## config.mk

```make
export PLATFORM = sky130hd
export DESIGN_NAME = out_port_arbiter_flat
export DESIGN_NICKNAME = d
export VERILOG_FILES = /design/src/rtl/out_port_arbiter_if.sv /design/src/rtl/out_port_arbiter.sv /design/src/flat_wrapper.sv
export SDC_FILE = /design/constraint.sdc
export NUM_CORES = 1
export LEC_CHECK = 0
export BUFFER_PORTS_ARGS = -buffer_cell sky130_fd_sc_hd__buf_2
export CAP_MARGIN = 20
export CORE_ASPECT_RATIO = 1.1
export CORE_MARGIN = 1
export CORE_UTILIZATION = 58
export CTS_CLUSTER_DIAMETER = 40
export DETAILED_ROUTE_END_ITERATION = 12
export PLACE_DENSITY = 0.81
export SLEW_MARGIN = 15
export SYNTH_ARGS = -nofsm -noshare
export SYNTH_HDL_FRONTEND = slang
export SYNTH_SLANG_ARGS = --single-unit
```

## constraint.sdc

```tcl
create_clock -name clk -period 4.6 [get_ports clk]
set_clock_uncertainty 0.1 [all_clocks]
set_input_delay 0.69 -clock clk [delete_from_list [all_inputs] [get_ports clk]]
set_output_delay 0.69 -clock clk [all_outputs]
set_load 0.005 [all_outputs]
```

## src/rtl/out_port_arbiter_if.sv

```systemverilog
// Output-port arbiter bus: request/last/ready from the input side,
// grant/select/pop/valid/watchdog status from the arbiter.
interface out_port_arbiter_if #(
    parameter int PORTS_NUM = 4
) ();
    localparam int N     = PORTS_NUM + 1;
    localparam int SEL_W = $clog2(PORTS_NUM + 1);

    logic [N-1:0]     req_i;
    logic [N-1:0]     last_i;
    logic             dst_ready_i;
    logic [N-1:0]     grant_o;
    logic [SEL_W-1:0] sel_o;
    logic             busy_o;
    logic [N-1:0]     pop_o;
    logic             valid_o;
    logic             wdt_err_o;

    // Arbiter side
    modport slave (
        input  req_i,
        input  last_i,
        input  dst_ready_i,
        output grant_o,
        output sel_o,
        output busy_o,
        output pop_o,
        output valid_o,
        output wdt_err_o
    );

    // Input-buffer / switch side
    modport master (
        output req_i,
        output last_i,
        output dst_ready_i,
        input  grant_o,
        input  sel_o,
        input  busy_o,
        input  pop_o,
        input  valid_o,
        input  wdt_err_o
    );
endinterface

```

## src/rtl/out_port_arbiter.sv

```systemverilog
// Per-output-port wormhole arbiter. Round-robin grant among PORTS_NUM mesh
// inputs plus the local input (index PORTS_NUM); the grant is locked for a
// whole packet and released after the flit marked last is transferred.
// Optional stall watchdog enabled by defining OUT_ARB_WDT_EN: a stalled owner
// is forcibly released after WDT_CYCLES consecutive no-transfer cycles.
module out_port_arbiter #(
    parameter int PORTS_NUM  = 4,
    parameter int WDT_CYCLES = 64
) (
    input  logic              clk,
    input  logic              a_rst,
    out_port_arbiter_if.slave bus
);
    localparam int N     = PORTS_NUM + 1;
    localparam int SEL_W = $clog2(PORTS_NUM + 1);
    localparam logic [N-1:0] ONE_HOT0 = N'(1);

    typedef enum logic {
        ST_IDLE = 1'b0,
        ST_BUSY = 1'b1
    } state_t;

    // Configuration sanity checks at elaboration
    if (PORTS_NUM < 1) begin : g_bad_ports
        $error("out_port_arbiter: PORTS_NUM must be at least 1");
    end
    if (WDT_CYCLES < 1) begin : g_bad_wdt
        $error("out_port_arbiter: WDT_CYCLES must be at least 1");
    end

    state_t           r_state;
    logic [N-1:0]     r_grant;
    logic [SEL_W-1:0] r_sel;
    logic [SEL_W-1:0] r_ptr;
    logic             r_busy;

    logic             w_any_req;
    logic [SEL_W-1:0] w_pick;
    logic             w_owner_req;
    logic             w_owner_last;
    logic             w_xfer;
    logic [N-1:0]     w_pop;
    logic [SEL_W-1:0] w_ptr_next;
    logic             w_release;
    logic             w_wdt_fire;

    // First requester found scanning ptr, ptr+1, ..., N-1, 0, ..., ptr-1.
    function automatic logic [SEL_W-1:0] rr_pick(input logic [N-1:0]     req,
                                                 input logic [SEL_W-1:0] ptr);
        int   idx;
        logic found;
        rr_pick = '0;
        found   = 1'b0;
        for (int j = 0; j < N; j++) begin
            idx = int'(ptr) + j;
            if (idx >= N) begin
                idx = idx - N;
            end
            if (!found && req[SEL_W'(idx)]) begin
                rr_pick = SEL_W'(idx);
                found   = 1'b1;
            end
        end
    endfunction

    assign w_any_req    = |bus.req_i;
    assign w_pick       = rr_pick(bus.req_i, r_ptr);
    assign w_owner_req  = bus.req_i[r_sel];
    assign w_owner_last = bus.last_i[r_sel];

    // A transfer needs an owner with a flit and a ready downstream; nothing
    // may be popped while reset is asserted, even between clock edges.
    assign w_xfer = (r_state == ST_BUSY) & w_owner_req & bus.dst_ready_i & ~a_rst;
    assign w_pop  = w_xfer ? r_grant : '0;

    // Pointer moves to the input just after the releasing owner.
    assign w_ptr_next = (r_sel == SEL_W'(N - 1)) ? '0 : r_sel + 1'b1;
    assign w_release  = (w_xfer & w_owner_last) | w_wdt_fire;

`ifdef OUT_ARB_WDT_EN
    localparam int WDT_W = $clog2(WDT_CYCLES + 1);
    localparam logic [WDT_W-1:0] WDT_LAST = WDT_W'(WDT_CYCLES - 1);

    logic [WDT_W-1:0] r_wdt_cnt;
    logic             r_wdt_err;

    // Fires on the edge that completes WDT_CYCLES consecutive stalled cycles.
    assign w_wdt_fire = (r_state == ST_BUSY) & ~w_xfer & (r_wdt_cnt == WDT_LAST);

    // Stall counter: cleared outside BUSY, on every transfer and on firing.
    always_ff @(posedge clk or posedge a_rst) begin
        if (a_rst) begin
            r_wdt_cnt <= '0;
            r_wdt_err <= 1'b0;
        end else begin
            r_wdt_err <= w_wdt_fire;
            if ((r_state != ST_BUSY) || w_xfer || w_wdt_fire) begin
                r_wdt_cnt <= '0;
            end else begin
                r_wdt_cnt <= r_wdt_cnt + 1'b1;
            end
        end
    end

    assign bus.wdt_err_o = r_wdt_err;
`else
    assign w_wdt_fire    = 1'b0;
    assign bus.wdt_err_o = 1'b0;
`endif

    // Grant FSM: arbitrate in IDLE, hold the owner in BUSY until release.
    always_ff @(posedge clk or posedge a_rst) begin
        if (a_rst) begin
            r_state <= ST_IDLE;
            r_grant <= '0;
            r_sel   <= '0;
            r_busy  <= 1'b0;
            r_ptr   <= '0;
        end else begin
            case (r_state)
                ST_IDLE: begin
                    if (w_any_req) begin
                        r_state <= ST_BUSY;
                        r_grant <= ONE_HOT0 << w_pick;
                        r_sel   <= w_pick;
                        r_busy  <= 1'b1;
                    end
                end
                ST_BUSY: begin
                    if (w_release) begin
                        r_state <= ST_IDLE;
                        r_grant <= '0;
                        r_busy  <= 1'b0;
                        r_ptr   <= w_ptr_next;
                    end
                end
                default: begin
                    r_state <= ST_IDLE;
                    r_grant <= '0;
                    r_busy  <= 1'b0;
                end
            endcase
        end
    end

    assign bus.grant_o = r_grant;
    assign bus.sel_o   = r_sel;
    assign bus.busy_o  = r_busy;
    assign bus.pop_o   = w_pop;
    assign bus.valid_o = |w_pop;
endmodule

```

## src/flat_wrapper.sv

```systemverilog
// flat-port wrapper written by rule: the top's interface ports become plain ports
module out_port_arbiter_flat 
#(
    parameter int PORTS_NUM  = 4,
    parameter int WDT_CYCLES = 64
)
  (clk, a_rst, bus_req_i, bus_last_i, bus_dst_ready_i, bus_grant_o, bus_sel_o, bus_busy_o, bus_pop_o, bus_valid_o, bus_wdt_err_o);
  out_port_arbiter_if #(.PORTS_NUM(PORTS_NUM)) bus_i ();
  input  logic clk;
  input  logic a_rst;
  input wire logic [$bits(bus_i.req_i)-1:0] bus_req_i;
  input wire logic [$bits(bus_i.last_i)-1:0] bus_last_i;
  input wire logic [$bits(bus_i.dst_ready_i)-1:0] bus_dst_ready_i;
  output wire logic [$bits(bus_i.grant_o)-1:0] bus_grant_o;
  output wire logic [$bits(bus_i.sel_o)-1:0] bus_sel_o;
  output wire logic [$bits(bus_i.busy_o)-1:0] bus_busy_o;
  output wire logic [$bits(bus_i.pop_o)-1:0] bus_pop_o;
  output wire logic [$bits(bus_i.valid_o)-1:0] bus_valid_o;
  output wire logic [$bits(bus_i.wdt_err_o)-1:0] bus_wdt_err_o;
  assign bus_i.req_i = bus_req_i;
  assign bus_i.last_i = bus_last_i;
  assign bus_i.dst_ready_i = bus_dst_ready_i;
  assign bus_grant_o = bus_i.grant_o;
  assign bus_sel_o = bus_i.sel_o;
  assign bus_busy_o = bus_i.busy_o;
  assign bus_pop_o = bus_i.pop_o;
  assign bus_valid_o = bus_i.valid_o;
  assign bus_wdt_err_o = bus_i.wdt_err_o;
  out_port_arbiter #(.PORTS_NUM(PORTS_NUM), .WDT_CYCLES(WDT_CYCLES)) u_core (.clk(clk), .a_rst(a_rst), .bus(bus_i));
endmodule
```

Word level (Yosys, flattened, before mapping)
Index checks and enable logic that the tools add are counted.

Multiply operators: 0. $lt $le $gt $ge: 11. Mux-type cells: 44. Reduce and logical (&&, ||, !) cells: 13. Shifts and indexed selects: 1. Bitwise operators: 6. Divide/modulo/power cells: 0. Add/subtract/negate cells: 10. Eq/ne operators: 3.

Operator list (number): $mux W3 (11); $lt A3 B5 Y1 const B (5); $bmux W1 S3 (7); $mux W1 (20); $ge A4 B3 Y1 const B (4); $mux W5 (3); $sub A3 B3 Y3 const B (5); $pmux W5 S2 (1); $reduce_or A5 Y1 (2); $add A3 B2 Y4 const B (2); $reduce_and A2 Y1 (3); $shl A1 B3 Y5 const A (1); $add A3 B1 Y4 const B (1); $add A3 B3 Y4 const B (1); $and A1 B1 Y1 (4); $logic_and A1 B1 Y1 (4); $logic_not A1 Y1 (4); $lt A3 B4 Y1 const B (1); $pmux W1 S2 (2); $add A3 B1 Y3 const B (1); $eq A3 B3 Y1 const B (1); $ge A3 B3 Y1 const B (1); $ne A2 B1 Y1 const B (1); $ne A2 B2 Y1 const B (1); $not A1 Y1 (2).

Memory bits (read-only): 0. Memories kept: 0. Logic and storage cells: 93. Input bits: 13. Bits in latches: 0. Register bits after elaboration: 13. Bits in writable memories: 0.

Logic depth before layout (Yosys ltp)
Depth in word-level cells: 21. Gate-level depth with buffers: 16. Depth with buffers taken out: 12.

Worst setup path after synthesis
OpenSTA, ideal clock, no wires.

Kind: register to register. Start point: reg u_core.r_ptr[0]. End point: reg u_core.r_grant[2], in the netlist u_core.bus.grant_o[2]. Arrival time: 3.480 ns. Data required time: 4.379 ns. Path buffers: 5. Library setup time: 0.121 ns. Cell stages (with the launch flop): 16. Slack: 0.899 ns. Path through: dfrtp_1 -> buf_6 -> buf_2 -> buf_12 -> inv_2 -> ha_1 -> ha_1 -> buf_4 -> a21boi_4 -> buf_6 -> mux2_1 -> mux4_2 -> a2111o_1 -> a21oi_2 -> nor4_1 -> a22o_1.

Cells in the longest elaborated chain, start to end: 21. Elaborated cells on any way between the ends: 54. Classes of those cells: add/sub: 9; order compare: 5; shift: 1; mux: 31; reduce/logical: 8.

RTL lines: start, declared (RTL line out_port_arbiter.sv:34) `logic [SEL_W-1:0] r_ptr;`; start signal, assigned (RTL line out_port_arbiter.sv:134) `r_ptr <= w_ptr_next;`; parallel branches: the longest is 17 deep, another holds $add A3 B1 Y4; $mux W3 * (RTL line out_port_arbiter.sv:59) `if (!found && req[SEL_W'(idx)]) begin`; $shl A1 B3 Y5 * (RTL line out_port_arbiter.sv:124) `r_grant <= ONE_HOT0 << w_pick;`; $mux W5 * (RTL line out_port_arbiter.sv:122) `if (w_any_req) begin`; $pmux W5 S2 * (RTL line out_port_arbiter.sv:120) `case (r_state)`; end signal, assigned (RTL line out_port_arbiter.sv:124); end, declared (RTL line out_port_arbiter.sv:32) `logic [N-1:0] r_grant;`.

Mark *: on every way between the ends. The select of a mux whose other input is x is not followed. A chain may end at the register's enable or synchronous reset.

Worst setup path after layout
Start point: reg u_core.r_ptr[1]. End point: reg u_core.r_grant[2], in the netlist u_core.bus.grant_o[2].

Same word-level chain as after synthesis.

==> impl_metrics.py <==
metrics = {
    "global_routing": {
        "grt_pass1_wl_mm": 8.37,
        "grtUsageTotal": 0.288,
        "grt_antenna_before_repair": 0,
        "grt_max_degree": 27,
        "grt_pass1_vias": 1742,
        "grt_overflow": 0,
    },
    "placement": {
        "placed_cells": 292,
        "portBuffers": 27,
        "gp_congestion": 0.864,
        "dpl-instance-area_um2": 2100,
        "place_hpwl_mm": 3.62,
    },
    "synthesis": {
        "synth_top_area_frac": 0.160,
        "syn_avg_cell_area_um2": 8.76,
        "synth_nets": 256,
        "ys.flop_type": "dfrtp_1",
        "synth.distinct_cells": 78,
        "async_flop_share": 1.00,
        "synthCells": 232,
        "yosys.area.top_type": "dfrtp_1",
        "synth_area_um2": 2030,
        "ys_warn_count": 0,
        "yosys-top-cells-area": "dfrtp_1, mux2i_1, mux4_2, ha_1, nor2_1",
        "synth-seq-cells": 13,
        "synth-seq-area-share": 0.160,
        "synth_edf_count": 0,
    },
    "routing": {
        "finalWirelength_mm": 4.91,
        "via_per_inst": 6.22,
        "firstDrtPassIters": 4,
        "wl_per_cell_um": 16.6,
        "ant_nets": 0,
        "first_iter_violations": 79,
        "drc": 0,
        "vias": 1840,
    },
    "clock_network": {
        "cts_buffers": 3,
        "ctsResizeCount": 0,
        "cts_tree": "built",
        "postCtsSetupRepairBufs": 0,
        "h-tree-depth": 1,
        "holdBufCountCts": 0,
        "clkSinkCount": 13,
        "clock_latency_ns": 0.29,
        "clk_pin_slew_ns": 0.09,
        "clockBufferDepth": 2,
        "cts-root-buf": "clkbuf_4",
    },
    "timing": {
        "min_period_over_period": 0.851,
        "maxSlewHeadroom": 0.582,
        "tightest_slew_ns": 0.626,
        "rsz0062_at_grt": "no",
        "period_needed_ns": 3.92,
        "timing.fmax_mhz": 255,
        "slew_violations": 0,
        "setup_viol": 0,
        "hold_viol_final": 0,
        "setup_tns_ns": 0,
    },
    "critical_path": {
        "worstPathCellList": "inv_1, ha_1, ha_1, a21boi_4, mux2_1, mux4_2, a2111o_1, a21oi_2, nor4_1, a22o_1",
        "path_common_cell": "ha_1",
        "cp.required_ns": 4.69,
        "critPathMaxStageDelay_ns": 0.59,
        "cp_max_fo": 13,
        "cp-end-kind": "flip-flop",
        "critPathLaunchType": "flip-flop",
        "cp_slowest_cell": "dfrtp_1",
        "path_class": "reg2reg",
        "cpLargestDelayFamily": "compound AO/OA/AOI/OAI gates",
        "critPathBufInv": 1,
        "worstPathArrival_ns": 4.01,
    },
    "floorplanning": {
        "die_w_um": 58.5,
        "core_um2": 3330,
        "dieArea_um2": 3750,
        "num_rows": 22,
        "dieHeight_um": 64.1,
        "ios": 29,
        "initial_core_util": 0.610,
    },
    "final_layout": {
        "stdcell_area_um2": 2120,
        "area_growth_pct": 4.49,
        "stdcell_count": 296,
        "fin_nets": 273,
        "n_antenna_cell": 0,
        "final_layout_size_suffix_gt1_frac": 0.258,
        "n_fill_cell": 298,
    },
    "min_path": {
        "min_path_type": "in2async",
    },
    "run": {
        "maxCapViolCount": 0,
    },
    "status": {
        "run_status": "completed",
    },
}
[synthesized netlist by cell type (2+ instances only)]
cell type	instances
nor2_1	17
and2_1	5
nor4_1	3
nand3_1	4
o21ai_0	7
xor2_1	2
mux4_2	6
o21ai_1	3
o311a_1	2
buf_2	3
a21oi_1	12
o31ai_1	2
mux2_2	4
a22o_1	2
a21oi_2	4
clkbuf_8	2
nor3_1	5
clkbuf_1	2
buf_6	3
and3b_1	2
dfrtp_1	13
inv_1	11
ha_1	10
buf_4	4
or3_1	3
a2bb2oi_1	2
or4_1	2
mux2_1	3
nor3b_1	4
a211oi_1	6
nand2_1	16
xnor2_1	4
mux2i_1	14
nor2b_1	4
nand2b_1	3
[per-stage QoR]
stage | util | hold WS [ns] | worst slack, ns
global route | 0.638 | 0.387 | 0.485
floorplan | - | 0.388 | 0.899
finish | 0.638 | 0.326 | 0.683
CTS | 0.638 | 0.349 | 0.728
global placement | 0.630 | 0.384 | 0.849
detailed placement | 0.630 | 0.400 | 0.755
[final timing paths]
kind                                       startpoint                     to  cells past startpoint  slack, ns
worst max-delay path                  u_core.r_ptr[1]  u_core.bus.grant_o[2]                     10       0.68
worst min-delay path                            a_rst    u_core.bus.sel_o[0]                      2       0.33
worst max register to register        u_core.r_ptr[1]  u_core.bus.grant_o[2]                     10       0.68
worst min register to register  u_core.bus.grant_o[3]  u_core.bus.grant_o[3]                      1       0.41
max in group asynchronous                       a_rst    u_core.bus.sel_o[2]                      2       3.72
min in group clk                u_core.bus.grant_o[3]  u_core.bus.grant_o[3]                      1       0.41
[cells by family after synthesis]
kind of cell,share of synthesized area
adders and majority gates,0.0714
muxes,0.182
buffers and inverters,0.0935
DFF,0.160
xor gates and xnor gates,0.0258
AOI/OAI and AO/OA,0.256
and+or+nand+nor,0.210
other,0.00184
[state kept, by name (all words and copies together), names as in the netlist]
register and cells:
u_core.r_state 1, u_core.r_ptr 3, u_core.bus.grant_o 5, u_core.bus.sel_o 3
u_core.bus.busy_o 1
[cells in the final DEF, fill, tap and decap left out, types with 4 or more instances in the layout]
cell,n
ha_1,10
and2_1,5
nor2b_1,4
mux2_2,4
buf_2,27
nand3_1,4
nor2_1,17
a21oi_1,12
nand2_1,16
a21oi_2,4
mux4_2,6
inv_1,11
dfrtp_1,13
mux2i_1,14
nor3_1,5
o21ai_0,7
a211oi_1,6
xnor2_1,4
nor3b_1,4
[area by class of cell]
cell class | count | area [um^2] | area share
multi-input combinational | 190 | 1520 | 0.714
timing repair buffer | 29 | 150 | 0.0707
sequential | 13 | 325 | 0.153
tap | 48 | 60.1 | 0.0283
clock buffer | 4 | 26.3 | 0.0124
inverter | 12 | 45.0 | 0.0212
[layer usage]
layer | up-vias | GRT usage | routed length, um
met5 | - | 0 | 0
met4 | 0 | 0.0744 | 104
met3 | 17 | 0.0202 | 247
met2 | 64 | 0.480 | 2390
met1 | 864 | 0.402 | 2170
li1 | 895 | - | -
Power is not shown: default switching activity piles up to over one toggle a cycle in this logic, so the estimate is an artifact.
